**src/rtl/uart_pkg.sv**
```systemverilog
// Shared types for the UART frame controller: parser states, error codes
// and the default frame start marker.
package uart_pkg;

  typedef enum logic [2:0] {
    HUNT,
    LEN,
    PAYLOAD,
    CSUM,
    DRAIN
  } state_e;

  typedef enum logic [1:0] {
    ERR_NONE,
    ERR_LEN,
    ERR_CSUM,
    ERR_TIMEOUT
  } err_code_e;

  localparam logic [7:0] SYNC_BYTE_DEFAULT = 8'hA5;

endpackage

```
**src/rtl/uart_frame_buf.sv**
```systemverilog
// Payload buffer: register array with one synchronous write port and a
// combinational read port; the parent registers the read data.
module uart_frame_buf #(
  parameter int DEPTH = 16,
  parameter int AW    = 4
) (
  input  logic          clk,
  input  logic          we,
  input  logic [AW-1:0] waddr,
  input  logic [7:0]    wdata,
  input  logic [AW-1:0] raddr,
  output logic [7:0]    rdata
);

  logic [7:0] mem_q [DEPTH];

  // NOTE: storage is deliberately not reset; a frame is only read back after
  // every slot it uses has been written, so reset would only add wiring.
  always_ff @(posedge clk) begin
    if (we) mem_q[waddr] <= wdata;
  end

  assign rdata = mem_q[raddr];

endmodule

```
**src/rtl/uart_frame_ctrl.sv**
```systemverilog
// Framed-packet parser behind a UART receiver: SYNC, LEN, payload, XOR
// checksum; releases only verified payloads on a valid/ready stream.
module uart_frame_ctrl
  import uart_pkg::*;
#(
  parameter real        CLK_Hz       = 66_000_000.0,
  parameter real        BITRATE_bps  = 9_600.0,
  parameter int         TIMEOUT_BITS = 20,
  parameter logic [7:0] SYNC_BYTE    = SYNC_BYTE_DEFAULT,
  parameter int         MAX_LEN      = 16
) (
  input  logic       clk,
  input  logic       rst,
  input  logic [7:0] rx_data,
  input  logic       rx_valid,
  output logic [7:0] pkt_data,
  output logic       pkt_valid,
  input  logic       pkt_ready,
  output logic       pkt_last,
  output logic       frame_ok,
  output logic       frame_err,
  output logic [1:0] err_code,
  output logic [7:0] overrun_cnt,
  output logic       busy
);

  localparam int         TIMEOUT_CLK = int'(CLK_Hz / BITRATE_bps * TIMEOUT_BITS);
  localparam int         LW          = $clog2(MAX_LEN + 1);
  localparam int         IW          = (MAX_LEN > 1) ? $clog2(MAX_LEN) : 1;
  localparam int         TW          = $clog2(TIMEOUT_CLK + 1);
  localparam logic [7:0] MAX_LEN_B   = 8'(MAX_LEN);

  state_e        state_q, state_d;
  err_code_e     err_q, err_d;
  logic [LW-1:0] len_q, len_d;
  logic [LW-1:0] idx_q, idx_d;
  logic [LW-1:0] rd_q, rd_d;
  logic [7:0]    csum_q, csum_d;
  logic [TW-1:0] tmo_q, tmo_d;
  logic [7:0]    ovr_q, ovr_d;
  logic          ok_q, ok_d;
  logic          errp_q, errp_d;
  logic          pv_q, pv_d;
  logic          pl_q, pl_d;
  logic [7:0]    pd_q, pd_d;

  logic          buf_we;
  logic [7:0]    buf_rdata;
  logic          drain_adv;
  logic [LW-1:0] rd_nxt;
  logic          tmo_expire;

  // Address the buffer with the next read index so the registered output
  // already holds the following byte once a handshake completes.
  assign drain_adv  = (state_q == DRAIN) && pv_q && pkt_ready && !pl_q;
  assign rd_nxt     = rd_q + LW'(drain_adv);
  assign tmo_expire = (tmo_q == TW'(TIMEOUT_CLK - 1));

  uart_frame_buf #(
    .DEPTH (MAX_LEN),
    .AW    (IW)
  ) u_buf (
    .clk   (clk),
    .we    (buf_we),
    .waddr (idx_q[IW-1:0]),
    .wdata (rx_data),
    .raddr (rd_nxt[IW-1:0]),
    .rdata (buf_rdata)
  );

  always_comb begin
    // NOTE: every variable gets a default before the case so no path can
    // leave one unassigned and infer a latch.
    state_d = state_q;
    err_d   = err_q;
    len_d   = len_q;
    idx_d   = idx_q;
    rd_d    = rd_q;
    csum_d  = csum_q;
    tmo_d   = '0;
    ovr_d   = ovr_q;
    ok_d    = 1'b0;
    errp_d  = 1'b0;
    pv_d    = pv_q;
    pl_d    = pl_q;
    pd_d    = pd_q;
    buf_we  = 1'b0;

    unique case (state_q)
      HUNT: begin
        if (rx_valid && rx_data == SYNC_BYTE) state_d = LEN;
      end
      LEN: begin
        if (rx_valid) begin
          if (rx_data != 8'h00 && rx_data <= MAX_LEN_B) begin
            len_d   = rx_data[LW-1:0];
            csum_d  = rx_data;
            idx_d   = '0;
            state_d = PAYLOAD;
          end else begin
            errp_d  = 1'b1;
            err_d   = ERR_LEN;
            state_d = HUNT;
          end
        end
      end
      PAYLOAD: begin
        if (rx_valid) begin
          buf_we = 1'b1;
          csum_d = csum_q ^ rx_data;
          idx_d  = idx_q + 1'b1;
          if (idx_d == len_q) state_d = CSUM;
        end
      end
      CSUM: begin
        if (rx_valid) begin
          if (rx_data == csum_q) begin
            ok_d    = 1'b1;
            err_d   = ERR_NONE;
            rd_d    = '0;
            state_d = DRAIN;
          end else begin
            errp_d  = 1'b1;
            err_d   = ERR_CSUM;
            state_d = HUNT;
          end
        end
      end
      DRAIN: begin
        if (rx_valid && ovr_q != 8'hFF) ovr_d = ovr_q + 1'b1;
        if (!pv_q) begin
          pv_d = 1'b1;
          pd_d = buf_rdata;
          pl_d = (rd_q == len_q - 1'b1);
        end else if (pkt_ready) begin
          if (pl_q) begin
            pv_d    = 1'b0;
            pl_d    = 1'b0;
            state_d = HUNT;
          end else begin
            rd_d = rd_nxt;
            pd_d = buf_rdata;
            pl_d = (rd_nxt == len_q - 1'b1);
          end
        end
      end
      default: state_d = HUNT;
    endcase

    // A byte arriving on the expiry cycle wins over the timeout.
    if ((state_q == LEN || state_q == PAYLOAD || state_q == CSUM) && !rx_valid) begin
      if (tmo_expire) begin
        errp_d  = 1'b1;
        err_d   = ERR_TIMEOUT;
        state_d = HUNT;
      end else begin
        tmo_d = tmo_q + 1'b1;
      end
    end
  end

  // NOTE: sequential state uses non-blocking assignments so every register
  // samples the pre-edge values regardless of statement order.
  always_ff @(posedge clk) begin
    if (rst) begin
      state_q <= HUNT;
      err_q   <= ERR_NONE;
      len_q   <= '0;
      idx_q   <= '0;
      rd_q    <= '0;
      csum_q  <= '0;
      tmo_q   <= '0;
      ovr_q   <= '0;
      ok_q    <= 1'b0;
      errp_q  <= 1'b0;
      pv_q    <= 1'b0;
      pl_q    <= 1'b0;
      pd_q    <= '0;
    end else begin
      state_q <= state_d;
      err_q   <= err_d;
      len_q   <= len_d;
      idx_q   <= idx_d;
      rd_q    <= rd_d;
      csum_q  <= csum_d;
      tmo_q   <= tmo_d;
      ovr_q   <= ovr_d;
      ok_q    <= ok_d;
      errp_q  <= errp_d;
      pv_q    <= pv_d;
      pl_q    <= pl_d;
      pd_q    <= pd_d;
    end
  end

  assign pkt_data    = pd_q;
  assign pkt_valid   = pv_q;
  assign pkt_last    = pl_q;
  assign frame_ok    = ok_q;
  assign frame_err   = errp_q;
  assign err_code    = err_q;
  assign overrun_cnt = ovr_q;
  assign busy        = (state_q != HUNT);

endmodule

```
**config.mk**
```make
export PLATFORM = sky130hd
export DESIGN_NAME = uart_frame_ctrl
export DESIGN_NICKNAME = d
export VERILOG_FILES = /design/src/rtl/uart_pkg.sv /design/src/rtl/uart_frame_buf.sv /design/src/rtl/uart_frame_ctrl.sv
export SDC_FILE = /design/constraint.sdc
export NUM_CORES = 1
export LEC_CHECK = 0
export BUFFER_PORTS_ARGS = -buffer_cell sky130_fd_sc_hd__buf_2
export CAP_MARGIN = 20
export CORE_ASPECT_RATIO = 0.75
export CORE_MARGIN = 3
export CORE_UTILIZATION = 40
export CTS_BUF_LIST = sky130_fd_sc_hd__clkbuf_4 sky130_fd_sc_hd__clkbuf_8
export DETAILED_ROUTE_END_ITERATION = 10
export SLEW_MARGIN = 40
export SYNTH_ARGS = -nofsm -noshare
export SYNTH_HDL_FRONTEND = slang
export SYNTH_SLANG_ARGS = --single-unit
export TNS_END_PERCENT = 5
```
**constraint.sdc**
```tcl
create_clock -name clk -period 4.5 [get_ports clk]
set_clock_uncertainty 0.15 [all_clocks]
set_input_delay 0.45 -clock clk [delete_from_list [all_inputs] [get_ports clk]]
set_output_delay 0.45 -clock clk [all_outputs]
set_load 0.03 [all_outputs]
```
==> impl_metrics.sql, run 1 <==
INSERT INTO impl_metrics (metric_group, metric, value, unit) VALUES
('yosys', 'synth_ff_type', 'sky130_fd_sc_hd__edfxtp_1', ''),
('yosys', 'synthDistinctLibCells', '57', ''),
('yosys', 'synth.yosys.warnings', '0', ''),
('clock_network', 'cts_made_buffers', '17', ''),
('global_routing', 'grt_max_degree', '45', ''),
('clock_network', 'cts_post_setup_buffers_inserted', '0', ''),
('placed_design', 'dp_slack', '0.914', 'ns'),
('yosys', 'yosys-top-cells-area', 'sky130_fd_sc_hd__edfxtp_1 46%, sky130_fd_sc_hd__dfxtp_1 16%, sky130_fd_sc_hd__mux4_2 8.6%, sky130_fd_sc_hd__nand2_1 3.1%, sky130_fd_sc_hd__xor2_1 3.0%', ''),
('drt', 'detail_route.vias_per_cell', '5.38', ''),
('sta', 'report.final.slew_viol_count', '0', ''),
('clock_network', 'htree_levels', '4', ''),
('worst_setup_path', 'critPathBufInv', '2', ''),
('die', 'fp.coreArea', '20400', 'um2'),
('worst_setup_path', 'worst-path-stages', '10', ''),
('power', 'power.density', '332', 'nW/um2'),
('worst_setup_path', 'worst-r2r-cell-count', '10', ''),
('clock_network', 'tritoncts', 'yes', ''),
('worst_setup_path', 'crit_path_cell_trace', 'or3b_1 -> or3_1 -> clkinv_8 -> ha_2 -> ha_1 -> buf_12 -> mux4_2 -> nand2_1 -> a21oi_1 -> a211o_1', ''),
('yosys', 'synth.cell_area', '8400', 'um2'),
('die', 'die_w', '173', 'um'),
('sta', 'final.min_clock_period', '3.59', 'ns'),
('sta', 'timing.setup.tns', '0', 'ns'),
('yosys', 'synthDominantCellAreaShare', '0.457', ''),
('worst_setup_path', 'worst-endpoint-arrival', '3.79', 'ns'),
('die', 'floorplan.die_area', '22800', 'um2'),
('die', 'die_h', '132', 'um'),
('drt', 'detail_route.iter0.violations', '369', ''),
('placed_design', 'detailedPlacementHpwl', '11900', 'um'),
('sta', 'post-route-period-util', '0.797', ''),
('layout', 'post-route-util', '0.455', ''),
('yosys', 'syn_inst', '652', ''),
('sta', 'worst_setup_margin', '0.913', 'ns'),
('yosys', 'async_flop_share', '0', ''),
('yosys', 'library_cell_with_the_highest_instance_count_after_synthesis', 'sky130_fd_sc_hd__edfxtp_1', ''),
('drt', 'met1_length', '9170', 'um'),
('drt', 'route.final.wire_length', '18300', 'um'),
('worst_setup_path', 'start_kind', 'register', ''),
('die', 'ioPinCount', '35', ''),
('yosys', 'synth_seq_cells', '194', ''),
('yosys', 'synth_top_cell_by_area', 'sky130_fd_sc_hd__edfxtp_1', ''),
('global_routing', 'grt_antenna_before_repair', '0', ''),
('worst_setup_path', 'critical_path.max_stage_delay', '0.55', 'ns'),
('global_routing', 'globalRouteTotalUtil', '0.166', ''),
('power', 'power.leakage', '3.08', 'nW'),
('sta', 'setup_viol', '0', ''),
('drt', 'total_via_count_in_the_routed_design', '5260', ''),
('power', 'vdd_ir_drop_max', '0.234', 'mV'),
('clock_network', 'ctsLongestPathBuffers', '2', ''),
('worst_setup_path', 'end_kind', 'register', ''),
('layout', 'antenna_cells', '0', ''),
('sta', 'timing_worst_slew_pin_value', '0.815', 'ns'),
('placed_design', 'routabilityCongestion', '0.841', ''),
('global_routing', 'first_pass_grt_wire_length', '29500', 'um'),
('layout', 'layout-area-overhead-vs-synth', '10.5', '%'),
('clock_network', 'cts.sink_count', '194', ''),
('worst_setup_path', 'type_of_the_setup_path_with_the_least_slack', 'register to register', ''),
('clock_network', 'path_clk_slew', '0.10', 'ns'),
('worst_setup_path', 'crit_path_top_delay_cell', 'sky130_fd_sc_hd__or3_1', ''),
('drt', 'drcViolationCount', '0', ''),
('min_path', 'timing.hold.worst.class', 'primary input to register', ''),
('job', 'number_of_violations_of_the_max_capacitance_limit', '0', ''),
('worst_setup_path', 'cp_data_required_time', '4.71', 'ns'),
('clock_network', 'worstSkewPairLatency', '0.46', 'ns'),
('die', 'num_rows', '45', ''),
('sta', 'slew_headroom', '0.455', ''),
('yosys', 'yosysSeqAreaShare', '0.615', ''),
('worst_setup_path', 'crit_family', 'simple AND/OR/NAND/NOR gates', ''),
('sta', 'max_freq', '0.279', 'GHz'),
('sta', 'unrepaired_setup_endpoints_after_global_routing', 'false', ''),
('drt', 'routed.top_layer', 'met4', ''),
('outcome', 'outcome', 'completed', '');
per-stage QoR:
stage | cells | area, um2 | hold slack (ns)
3_3_place_gp | 945 | 8870 | 0.296
6_report | 977 | 9290 | 0.279
3_5_place_dp | 945 | 8880 | 0.299
4_1_cts | 977 | 9270 | 0.258
2_1_floorplan | 652 | 8400 | 0.280
5_1_grt | 977 | 9290 | 0.265
cells by family (layout without fill, tap and decap cells):
group | after synthesis | count (layout) | share of synthesized area
AOI/OAI and AO/OA | 92 | 92 | 0.0694
xor gates and xnor gates | 55 | 55 | 0.0573
and+or+nand+nor | 223 | 223 | 0.128
DFF | 194 | 194 | 0.615
muxes | 39 | 39 | 0.0941
adders and majority gates | 9 | 9 | 0.0134
buffers and inverters | 40 | 83 | 0.0229
power by group:
group / internal [mW] / switching [mW]
Sequential: 1.89 / 0.000172
Combinational: 0.00971 / 0.0464
Clock: 0.523 / 0.608
cell usage in the layout, fill, tap and decap left out, types with 24 or more instances in the layout:
cell | netlist | layout
sky130_fd_sc_hd__a21oi_1 | 37 | 37
sky130_fd_sc_hd__nand3_1 | 24 | 24
sky130_fd_sc_hd__nand2_1 | 69 | 69
sky130_fd_sc_hd__xor2_1 | 29 | 29
sky130_fd_sc_hd__nor2_1 | 61 | 50
sky130_fd_sc_hd__xnor2_1 | 26 | 26
sky130_fd_sc_hd__dfxtp_1 | 66 | 66
sky130_fd_sc_hd__edfxtp_1 | 128 | 128
sky130_fd_sc_hd__mux4_2 | 32 | 32
sky130_fd_sc_hd__buf_2 | 12 | 33
sequential cells by signal, summed over array words and instances (netlist names):
register,cells
csum_q,8
err_code,2
frame_err,1
frame_ok,1
idx_q,5
len_q,5
overrun_cnt,8
pkt_data,8
pkt_last,1
pkt_valid,1
rd_q,5
state_q,3
tmo_q,18
u_buf.mem_q,128
routing by layer:
| metal | GRT usage | vias to the layer above |
|---|---|---|
| met3 | 0.0355 | 9 |
| li1 | - | 2485 |
| met5 | 0 | - |
| met1 | 0.247 | 2663 |
| met2 | 0.252 | 103 |
| met4 | 0.0333 | 0 |
path summary, 6_finish.rpt:
kind	endpoint	start	slack, ns
worst min-delay path	pkt_valid	pkt_ready	0.28
worst min register to register	pkt_data[2]	pkt_data[2]	0.32
worst max-delay path	pkt_data[7]	state_q[2]	0.91
worst max register to register	pkt_data[7]	state_q[2]	0.91
layout make-up:
type                    count  area (um2)
fillers                  1813       11100
repair buffers             42         258
flip-flops and latches    194        5160
clock inverters            12         129
clock buffers              20         263
multi-input cells         418        3080
inverters                   9        46.3
well taps                 282         353
worst reg2reg max path: stages, from the launching register on:
cell and delay, ns:
sky130_fd_sc_hd__dfxtp_1 0.54, sky130_fd_sc_hd__or3b_1 0.50, sky130_fd_sc_hd__or3_1 0.55, sky130_fd_sc_hd__clkinv_8 0.11, sky130_fd_sc_hd__ha_2 0.17, sky130_fd_sc_hd__ha_1 0.40
sky130_fd_sc_hd__buf_12 0.27, sky130_fd_sc_hd__mux4_2 0.34, sky130_fd_sc_hd__nand2_1 0.10, sky130_fd_sc_hd__a21oi_1 0.08, sky130_fd_sc_hd__a211o_1 0.29
Note: power is estimated with default switching activity, not from simulation.
==> inputs of run 2 (changes only) <==
==> constraint.sdc (replaced) <==
create_clock -name clk -period 2.99 [get_ports clk]
set_clock_uncertainty 0.15 [all_clocks]
set_input_delay 0.299 -clock clk [delete_from_list [all_inputs] [get_ports clk]]
set_output_delay 0.299 -clock clk [all_outputs]
set_load 0.03 [all_outputs]
==> impl_metrics.sql, run 2 (synthesized netlist as in run 1, its figures left out) <==
INSERT INTO impl_metrics (metric_group, metric, value, unit) VALUES
('worst_setup_path', 'cp_data_required_time', '3.23', 'ns'),
('worst_setup_path', 'crit_path_start', 'state_q[1]', ''),
('sta', 'report.final.slew_viol_count', '0', ''),
('die', 'die_w', '173', 'um'),
('layout', 'final_layout_size_suffix_gt1_frac', '0.203', ''),
('worst_setup_path', 'crit_path_cell_trace', 'or3b_1 -> or3_4 -> clkinv_8 -> ha_4 -> ha_4 -> buf_16 -> mux4_2 -> nand2_1 -> a21oi_1 -> a211o_1', ''),
('clock_network', 'cts.sink_count', '194', ''),
('worst_setup_path', 'cp_max_fo', '18', ''),
('worst_setup_path', 'start_kind', 'register', ''),
('job', 'number_of_violations_of_the_max_capacitance_limit', '0', ''),
('drt', 'route.final.wire_length', '19600', 'um'),
('layout', 'layout-area-overhead-vs-synth', '13.8', '%'),
('die', 'ioPinCount', '35', ''),
('layout', 'layout.cells.most_common_list', '128 x sky130_fd_sc_hd__edfxtp_1, 69 x sky130_fd_sc_hd__nand2_1, 66 x sky130_fd_sc_hd__dfxtp_1, 61 x sky130_fd_sc_hd__nor2_1, 37 x sky130_fd_sc_hd__a21oi_1', ''),
('worst_setup_path', 'type_of_the_setup_path_with_the_least_slack', 'register to register', ''),
('outcome', 'outcome', 'completed', ''),
('power', 'power.leakage', '3.23', 'nW'),
('sta', 'max_freq', '0.354', 'GHz'),
('worst_setup_path', 'end_kind', 'register', ''),
('sta', 'setup_viol', '0', ''),
('die', 'die_h', '132', 'um'),
('drt', 'detailed_route_wire_length_per_cell', '19.5', 'um'),
('die', 'num_rows', '45', ''),
('sta', 'timing_worst_slew_pin_value', '0.786', 'ns'),
('sta', 'final.min_clock_period', '2.82', 'ns'),
('layout', 'fin_nets', '731', ''),
('layout', 'largestRegisters', 'u_buf.mem_q x128, tmo_q x18', ''),
('clock_network', 'path_clk_slew', '0.12', 'ns'),
('layout', 'antenna_cells', '0', ''),
('drt', 'detail_route.iter0.violations', '516', ''),
('drt', 'dr.pass1.iters', '7', ''),
('worst_setup_path', 'worst-endpoint-arrival', '3.06', 'ns'),
('placed_design', 'port-buffer-count', '34', ''),
('sta', 'unrepaired_setup_endpoints_after_global_routing', 'false', ''),
('global_routing', 'grt_antenna_before_repair', '0', ''),
('min_path', 'min-delay-start', 'rx_data[5]', ''),
('die', 'floorplan.die_area', '22800', 'um2'),
('power', 'power.density', '493', 'nW/um2'),
('worst_setup_path', 'crit-reg2reg-launch', 'state_q[1]', ''),
('clock_network', 'ctsLongestPathBuffers', '2', ''),
('die', 'start_util', '0.411', ''),
('clock_network', 'tritoncts', 'yes', ''),
('sta', 'post-route-period-util', '0.944', ''),
('power', 'vdd_ir_drop_max', '0.284', 'mV'),
('drt', 'drcViolationCount', '0', ''),
('sta', 'slew_headroom', '0.474', ''),
('global_routing', 'grt_max_degree', '35', ''),
('layout', 'top_register', 'u_buf.mem_q', ''),
('placed_design', 'detailedPlacementHpwl', '13400', 'um'),
('worst_setup_path', 'crit_path_top_delay_cell', 'sky130_fd_sc_hd__or3b_1', ''),
('layout', 'mostFrequentLayoutCell', 'sky130_fd_sc_hd__edfxtp_1', ''),
('worst_setup_path', 'critPathBufInv', '2', ''),
('worst_setup_path', 'crit_top_cell', 'sky130_fd_sc_hd__ha_4', ''),
('layout', 'fillerInstances', '1790', ''),
('die', 'fp.coreArea', '20400', 'um2'),
('drt', 'final_antenna_net_count', '0', ''),
('clock_network', 'cts_made_buffers', '17', ''),
('worst_setup_path', 'crit_family', 'simple AND/OR/NAND/NOR gates', ''),
('global_routing', 'globalRouteTotalUtil', '0.173', ''),
('clock_network', 'htree_levels', '4', ''),
('power', 'post-layout-total-power', '4.72', 'mW'),
('global_routing', 'first_global_vias', '5406', ''),
('clock_network', 'worstSkewPairLatency', '0.47', 'ns'),
('placed_design', 'routabilityCongestion', '0.857', ''),
('sta', 'timing.setup.tns', '0', 'ns'),
('layout', 'largest_reg_flops', '128', ''),
('global_routing', 'globalRouteOverflowTotal', '0', ''),
('global_routing', 'first_pass_grt_wire_length', '30700', 'um'),
('drt', 'detail_route.vias_per_cell', '5.48', ''),
('sta', 'report.final.hold_viol_count', '0', ''),
('drt', 'total_via_count_in_the_routed_design', '5503', ''),
('worst_setup_path', 'critical_path.max_stage_delay', '0.40', 'ns'),
('clock_network', 'clock_tree.root_cell', 'sky130_fd_sc_hd__clkbuf_8', ''),
('min_path', 'timing.hold.worst.class', 'primary input to register', '');
## run 2: through the flow
stage	util	cells	instance area, um2	worst slack [ns]	hold WS [ns]
global placement	0.445	971	9100	0.0455	0.293
CTS	0.466	1004	9530	0.0431	0.0438
finish	0.468	1005	9560	0.166	0.0653
floorplan	-	652	8520	0.0209	0.248
detailed placement	0.445	971	9100	0.0501	0.299
global route	0.468	1005	9560	0.0728	0.0389
## run 2: area by class of cell
type	count	area, um2	area share
clock buffers	17	234	0.0245
clock inverters	15	186	0.0195
inverters	9	46.3	0.00484
multi-input cells	418	3080	0.322
flip-flops and latches	194	5160	0.540
well taps	282	353	0.0369
repair buffers	70	500	0.0523
## run 2: final timing paths
path / end / slack [ns] / cells after the start
setup / recovery: pkt_data[7] / 0.17 / 10
hold / removal: u_buf.mem_q[12][5] / 0.07 / 1
setup reg to reg: pkt_data[7] / 0.17 / 10
hold reg to reg: pkt_data[2] / 0.33 / 1
## run 2: timing repair
item	CTS	global route
hold endpoints to repair	1	0
hold buffers	1	0
buffers inserted	0	1
setup endpoints to repair	0	9
resized for setup	0	1
## run 2: layer usage
layer  up-vias  wire, um  GRT usage  part of all wire
met5         -         0          0                 0
li1       2546         -          -                 -
met1      2763      9060      0.246              0.46
met3        25      1070     0.0350             0.055
met4         0       276     0.0477             0.014
met2       169      9180      0.271              0.47
## run 2: power breakdown
part / leakage [nW] / switching [mW] / internal (mW)
Clock: 0.206 / 1.06 / 0.717
Sequential: 1.68 / 0.000192 / 2.85
Combinational: 1.35 / 0.0745 / 0.0219
## run 2: worst register-to-register path: cells and delay by family (launching register included)
family                     cells  cell delay, ns
and+or+nand+nor                3            0.89
adders and majority gates      2            0.46
muxes                          1            0.33
DFF                            1            0.32
AOI/OAI and AO/OA              2            0.31
buffers and inverters          2            0.28
==> inputs of run 3 (changes only) <==
--- a/config.mk
+++ b/config.mk
@@ -5,13 +5,15 @@
 export SDC_FILE = /design/constraint.sdc
 export NUM_CORES = 1
 export LEC_CHECK = 0
+export ABC_AREA = 1
 export BUFFER_PORTS_ARGS = -buffer_cell sky130_fd_sc_hd__buf_2
 export CAP_MARGIN = 20
 export CORE_ASPECT_RATIO = 0.75
 export CORE_MARGIN = 3
-export CORE_UTILIZATION = 40
+export CORE_UTILIZATION = 55
 export CTS_BUF_LIST = sky130_fd_sc_hd__clkbuf_4 sky130_fd_sc_hd__clkbuf_8
 export DETAILED_ROUTE_END_ITERATION = 10
+export PLACE_DENSITY = 0.75
 export SLEW_MARGIN = 40
 export SYNTH_ARGS = -nofsm -noshare
 export SYNTH_HDL_FRONTEND = slang
==> impl_metrics.sql, run 3 <==
INSERT INTO impl_metrics (metric_group, metric, value, unit) VALUES
('die', 'fp.coreArea', '15500', 'um2'),
('worst_setup_path', 'r2r_slack', '0.22', 'ns'),
('global_routing', 'globalRouteOverflowTotal', '0', ''),
('clock_network', 'cts_hold_buffers', '0', ''),
('worst_setup_path', 'end_kind', 'register', ''),
('worst_setup_path', 'start_kind', 'register', ''),
('layout', 'largest_reg_flops', '128', ''),
('layout', 'seqCellArea', '5160', 'um2'),
('yosys', 'synthAdderAreaFrac', '0.0128', ''),
('min_path', 'timing.hold.worst.class', 'primary input to register', ''),
('sta', 'report.final.hold_viol_count', '0', ''),
('yosys', 'synth.area.mux_share', '0', ''),
('yosys', 'combinational_family_with_the_most_area_after_synthesis', 'simple AND/OR/NAND/NOR gates', ''),
('die', 'floorplan.die_area', '17600', 'um2'),
('power', 'vdd_ir_drop_max', '0.278', 'mV'),
('power', 'power.leakage', '3.61', 'nW'),
('min_path', 'min-delay-start', 'rx_valid', ''),
('placed_design', 'port-buffer-count', '34', ''),
('layout', 'layout-area-overhead-vs-synth', '10.4', '%'),
('yosys', 'number_of_enable_flip_flop_cells_after_synthesis', '128', ''),
('yosys', 'synth.top_cells.by_count', '203 x sky130_fd_sc_hd__nor2_1, 128 x sky130_fd_sc_hd__edfxtp_1, 119 x sky130_fd_sc_hd__nand2_1, 85 x sky130_fd_sc_hd__o21ai_0, 66 x sky130_fd_sc_hd__dfxtp_1', ''),
('sta', 'timing.setup.tns', '0', 'ns'),
('drt', 'route.final.wire_length', '20900', 'um'),
('job', 'number_of_violations_of_the_max_capacitance_limit', '0', ''),
('worst_setup_path', 'crit_family', 'buffers and inverters', ''),
('yosys', 'post_synth.cell_area_avg', '9.40', 'um2'),
('clock_network', 'clock_tree.root_cell', 'sky130_fd_sc_hd__clkbuf_8', ''),
('die', 'die_w', '152', 'um'),
('sta', 'max_freq', '0.362', 'GHz'),
('yosys', 'synth.net_count', '957', ''),
('global_routing', 'grt_max_degree', '60', ''),
('yosys', 'synth.cell_area', '8800', 'um2'),
('worst_setup_path', 'critical_path.max_stage_delay', '0.40', 'ns'),
('yosys', 'synth_ff_type', 'sky130_fd_sc_hd__edfxtp_1', ''),
('worst_setup_path', 'cp_max_fo', '59', ''),
('layout', 'multiInputGateArea', '3190', 'um2'),
('worst_setup_path', 'cp_data_required_time', '3.26', 'ns'),
('layout', 'post-route-util', '0.628', ''),
('worst_setup_path', 'worst-r2r-cell-count', '15', ''),
('sta', 'setup_viol', '0', ''),
('drt', 'final_antenna_net_count', '0', ''),
('global_routing', 'globalRouteTotalUtil', '0.242', ''),
('yosys', 'synth_compound_area_frac', '0.101', ''),
('layout', 'final_layout_size_suffix_gt1_frac', '0.127', ''),
('yosys', 'async_flop_share', '0', ''),
('yosys', 'syn_inst', '936', ''),
('layout', 'layout.cells.non_filler', '1202', ''),
('layout', 'fillerInstances', '1266', ''),
('die', 'num_rows', '39', ''),
('clock_network', 'tritoncts', 'yes', ''),
('worst_setup_path', 'crit-reg2reg-launch', 'state_q[1]', ''),
('clock_network', 'htree_levels', '4', ''),
('yosys', 'synth_seq_cells', '194', ''),
('clock_network', 'worstSkewPairLatency', '0.47', 'ns'),
('drt', 'total_via_count_in_the_routed_design', '6709', ''),
('sta', 'slew_headroom', '0.470', ''),
('yosys', 'library_cell_with_the_highest_instance_count_after_synthesis', 'sky130_fd_sc_hd__nor2_1', ''),
('sta', 'post-route-period-util', '0.925', ''),
('min_path', 'worst_hold_path.endpoint', 'idx_q[0]', ''),
('layout', 'fin_nets', '1005', ''),
('outcome', 'outcome', 'completed', ''),
('yosys', 'synthDistinctLibCells', '40', ''),
('die', 'die_h', '116', 'um'),
('layout', 'largestRegisters', 'u_buf.mem_q x128, tmo_q x18', ''),
('placed_design', 'dpl.cell_count', '1170', ''),
('layout', 'antenna_cells', '0', ''),
('clock_network', 'cts_post_setup_buffers_inserted', '0', ''),
('power', 'power.density', '486', 'nW/um2'),
('yosys', 'synth.yosys.warnings', '0', ''),
('sta', 'unrepaired_setup_endpoints_after_global_routing', 'false', ''),
('min_path', 'hold_depth', '3', ''),
('drt', 'detail_route.iter0.violations', '755', ''),
('yosys', 'post_synth_and_or_nand_nor_area_fraction', '0.217', ''),
('sta', 'report.final.slew_viol_count', '0', ''),
('worst_setup_path', 'critPathBufInv', '5', ''),
('clock_network', 'path_clk_slew', '0.10', 'ns'),
('drt', 'detailed_route_wire_length_per_cell', '17.4', 'um'),
('worst_setup_path', 'type_of_the_setup_path_with_the_least_slack', 'register to register', ''),
('worst_setup_path', 'crit_path_cell_trace', 'nor2_2 -> nand2_4 -> inv_1 -> nand3_1 -> inv_1 -> ha_2 -> ha_2 -> buf_12 -> buf_4 -> o21ai_0 -> o211ai_1 -> nand3_1 -> nand3_1 -> nand2_1 -> inv_1', ''),
('clock_network', 'cts.sink_count', '194', ''),
('layout', 'finish.instance_area', '9710', 'um2'),
('clock_network', 'ctsLongestPathBuffers', '2', ''),
('worst_setup_path', 'crit_path_top_delay_cell', 'sky130_fd_sc_hd__dfxtp_1', ''),
('clock_network', 'post_cts.resized_instances', '0', ''),
('yosys', 'yosysSeqAreaShare', '0.587', ''),
('yosys', 'synth_xor_xnor_area_share', '0.0306', ''),
('layout', 'mostFrequentLayoutCell', 'sky130_fd_sc_hd__nor2_1', ''),
('sta', 'timing_worst_slew_pin_value', '0.791', 'ns'),
('global_routing', 'first_pass_grt_wire_length', '33300', 'um'),
('yosys', 'yosys-top-cells-area', 'sky130_fd_sc_hd__edfxtp_1 44%, sky130_fd_sc_hd__dfxtp_1 15%, sky130_fd_sc_hd__nor2_1 8.7%, sky130_fd_sc_hd__nand2_1 5.1%, sky130_fd_sc_hd__o21ai_0 4.8%', ''),
('layout', 'top_register', 'u_buf.mem_q', ''),
('die', 'ioPinCount', '35', ''),
('layout', 'layout.cells.most_common_list', '203 x sky130_fd_sc_hd__nor2_1, 128 x sky130_fd_sc_hd__edfxtp_1, 119 x sky130_fd_sc_hd__nand2_1, 85 x sky130_fd_sc_hd__o21ai_0, 66 x sky130_fd_sc_hd__dfxtp_1', ''),
('worst_setup_path', 'critical_path.reg2reg.endpoint', 'pkt_data[6]', ''),
('drt', 'drcViolationCount', '0', ''),
('clock_network', 'cts_made_buffers', '17', ''),
('yosys', 'synth_top_cell_by_area', 'sky130_fd_sc_hd__edfxtp_1', ''),
('drt', 'dr.pass1.iters', '7', ''),
('placed_design', 'routabilityCongestion', '0.882', ''),
('placed_design', 'detailedPlacementHpwl', '13700', 'um'),
('global_routing', 'grt_antenna_before_repair', '0', ''),
('die', 'start_util', '0.569', ''),
('drt', 'detail_route.vias_per_cell', '5.58', ''),
('worst_setup_path', 'worst-endpoint-arrival', '3.04', 'ns'),
('sta', 'final.min_clock_period', '2.77', 'ns'),
('placed_design', 'detailed_place.area', '9300', 'um2'),
('yosys', 'synthDominantCellAreaShare', '0.437', ''),
('global_routing', 'first_global_vias', '6123', '');
[run 3: cell count changes after synthesis, moves of 17 or more]
cell / before / now
sky130_fd_sc_hd__mux4_2: 32 / 0
sky130_fd_sc_hd__o21ai_0: 15 / 85
sky130_fd_sc_hd__nand3_1: 24 / 65
sky130_fd_sc_hd__xnor2_1: 26 / 9
sky130_fd_sc_hd__inv_1: 8 / 60
sky130_fd_sc_hd__nor2_1: 61 / 203
sky130_fd_sc_hd__o211ai_1: 9 / 34
sky130_fd_sc_hd__nand2_1: 69 / 119
[run 3: area by class of cell]
class | instances | area share
tap | 205 | 0.0264
inverter | 70 | 0.0272
clock inverter | 13 | 0.0166
clock buffer | 19 | 0.0256
sequential | 194 | 0.532
timing repair buffer | 65 | 0.0441
multi-input combinational | 636 | 0.328
[run 3: worst register-to-register path: cells and delay by family (launching register included)]
| kind | cells | cell delay, ns |
|---|---|---|
| AO/OA/AOI/OAI | 2 | 0.43 |
| adder cells (fa/ha/maj) | 2 | 0.53 |
| buffers and inverters | 5 | 0.65 |
| flip-flops | 1 | 0.40 |
| AND/OR/NAND/NOR | 6 | 0.55 |
[run 3: report_power, final]
group / total (mW) / internal, mW / switching (mW)
Combinational: 0.0945 / 0.0195 / 0.0750
Sequential: 2.85 / 2.85 / 0.0000466
Clock: 1.77 / 0.846 / 0.929
[run 3: cell families (layout without fill, tap and decap cells)]
logic type	count (synthesis)	after routing
compound gates	156	156
xor+xnor	29	29
fa+ha+maj	9	9
buf+inv	106	167
flops	194	194
simple gates	442	442
[run 3: how the worst max path moves through the flow]
stage	to	depth (start not counted)	startpoint
after global routing	pkt_data[6]	14	state_q[1]
after floorplan	pkt_data[5]	13	pkt_valid
after detailed placement	pkt_data[5]	14	state_q[1]
after global placement	pkt_data[5]	14	state_q[1]
after CTS	pkt_data[5]	14	state_q[1]
final	pkt_data[6]	15	state_q[1]
[run 3: routing by layer]
| layer | part of all wire | wire length [um] | global-route usage | up-vias |
|---|---|---|---|---|
| li1 | - | - | - | 3270 |
| met1 | 0.47 | 9750 | 0.363 | 3123 |
| met4 | 0.018 | 371 | 0.0808 | 0 |
| met3 | 0.087 | 1810 | 0.0579 | 31 |
| met5 | 0 | 0 | 0 | - |
| met2 | 0.43 | 8980 | 0.349 | 285 |
[run 3: through the flow]
step                worst slack, ns  hold WS (ns)  total power, mW
finish                        0.225        0.0322             4.72
global route                 0.0155        0.0302             4.85
CTS                           0.274        0.0120             4.73
detailed placement            0.315         0.307             3.00
global placement              0.386         0.296             3.00
floorplan                     0.401         0.248             2.94
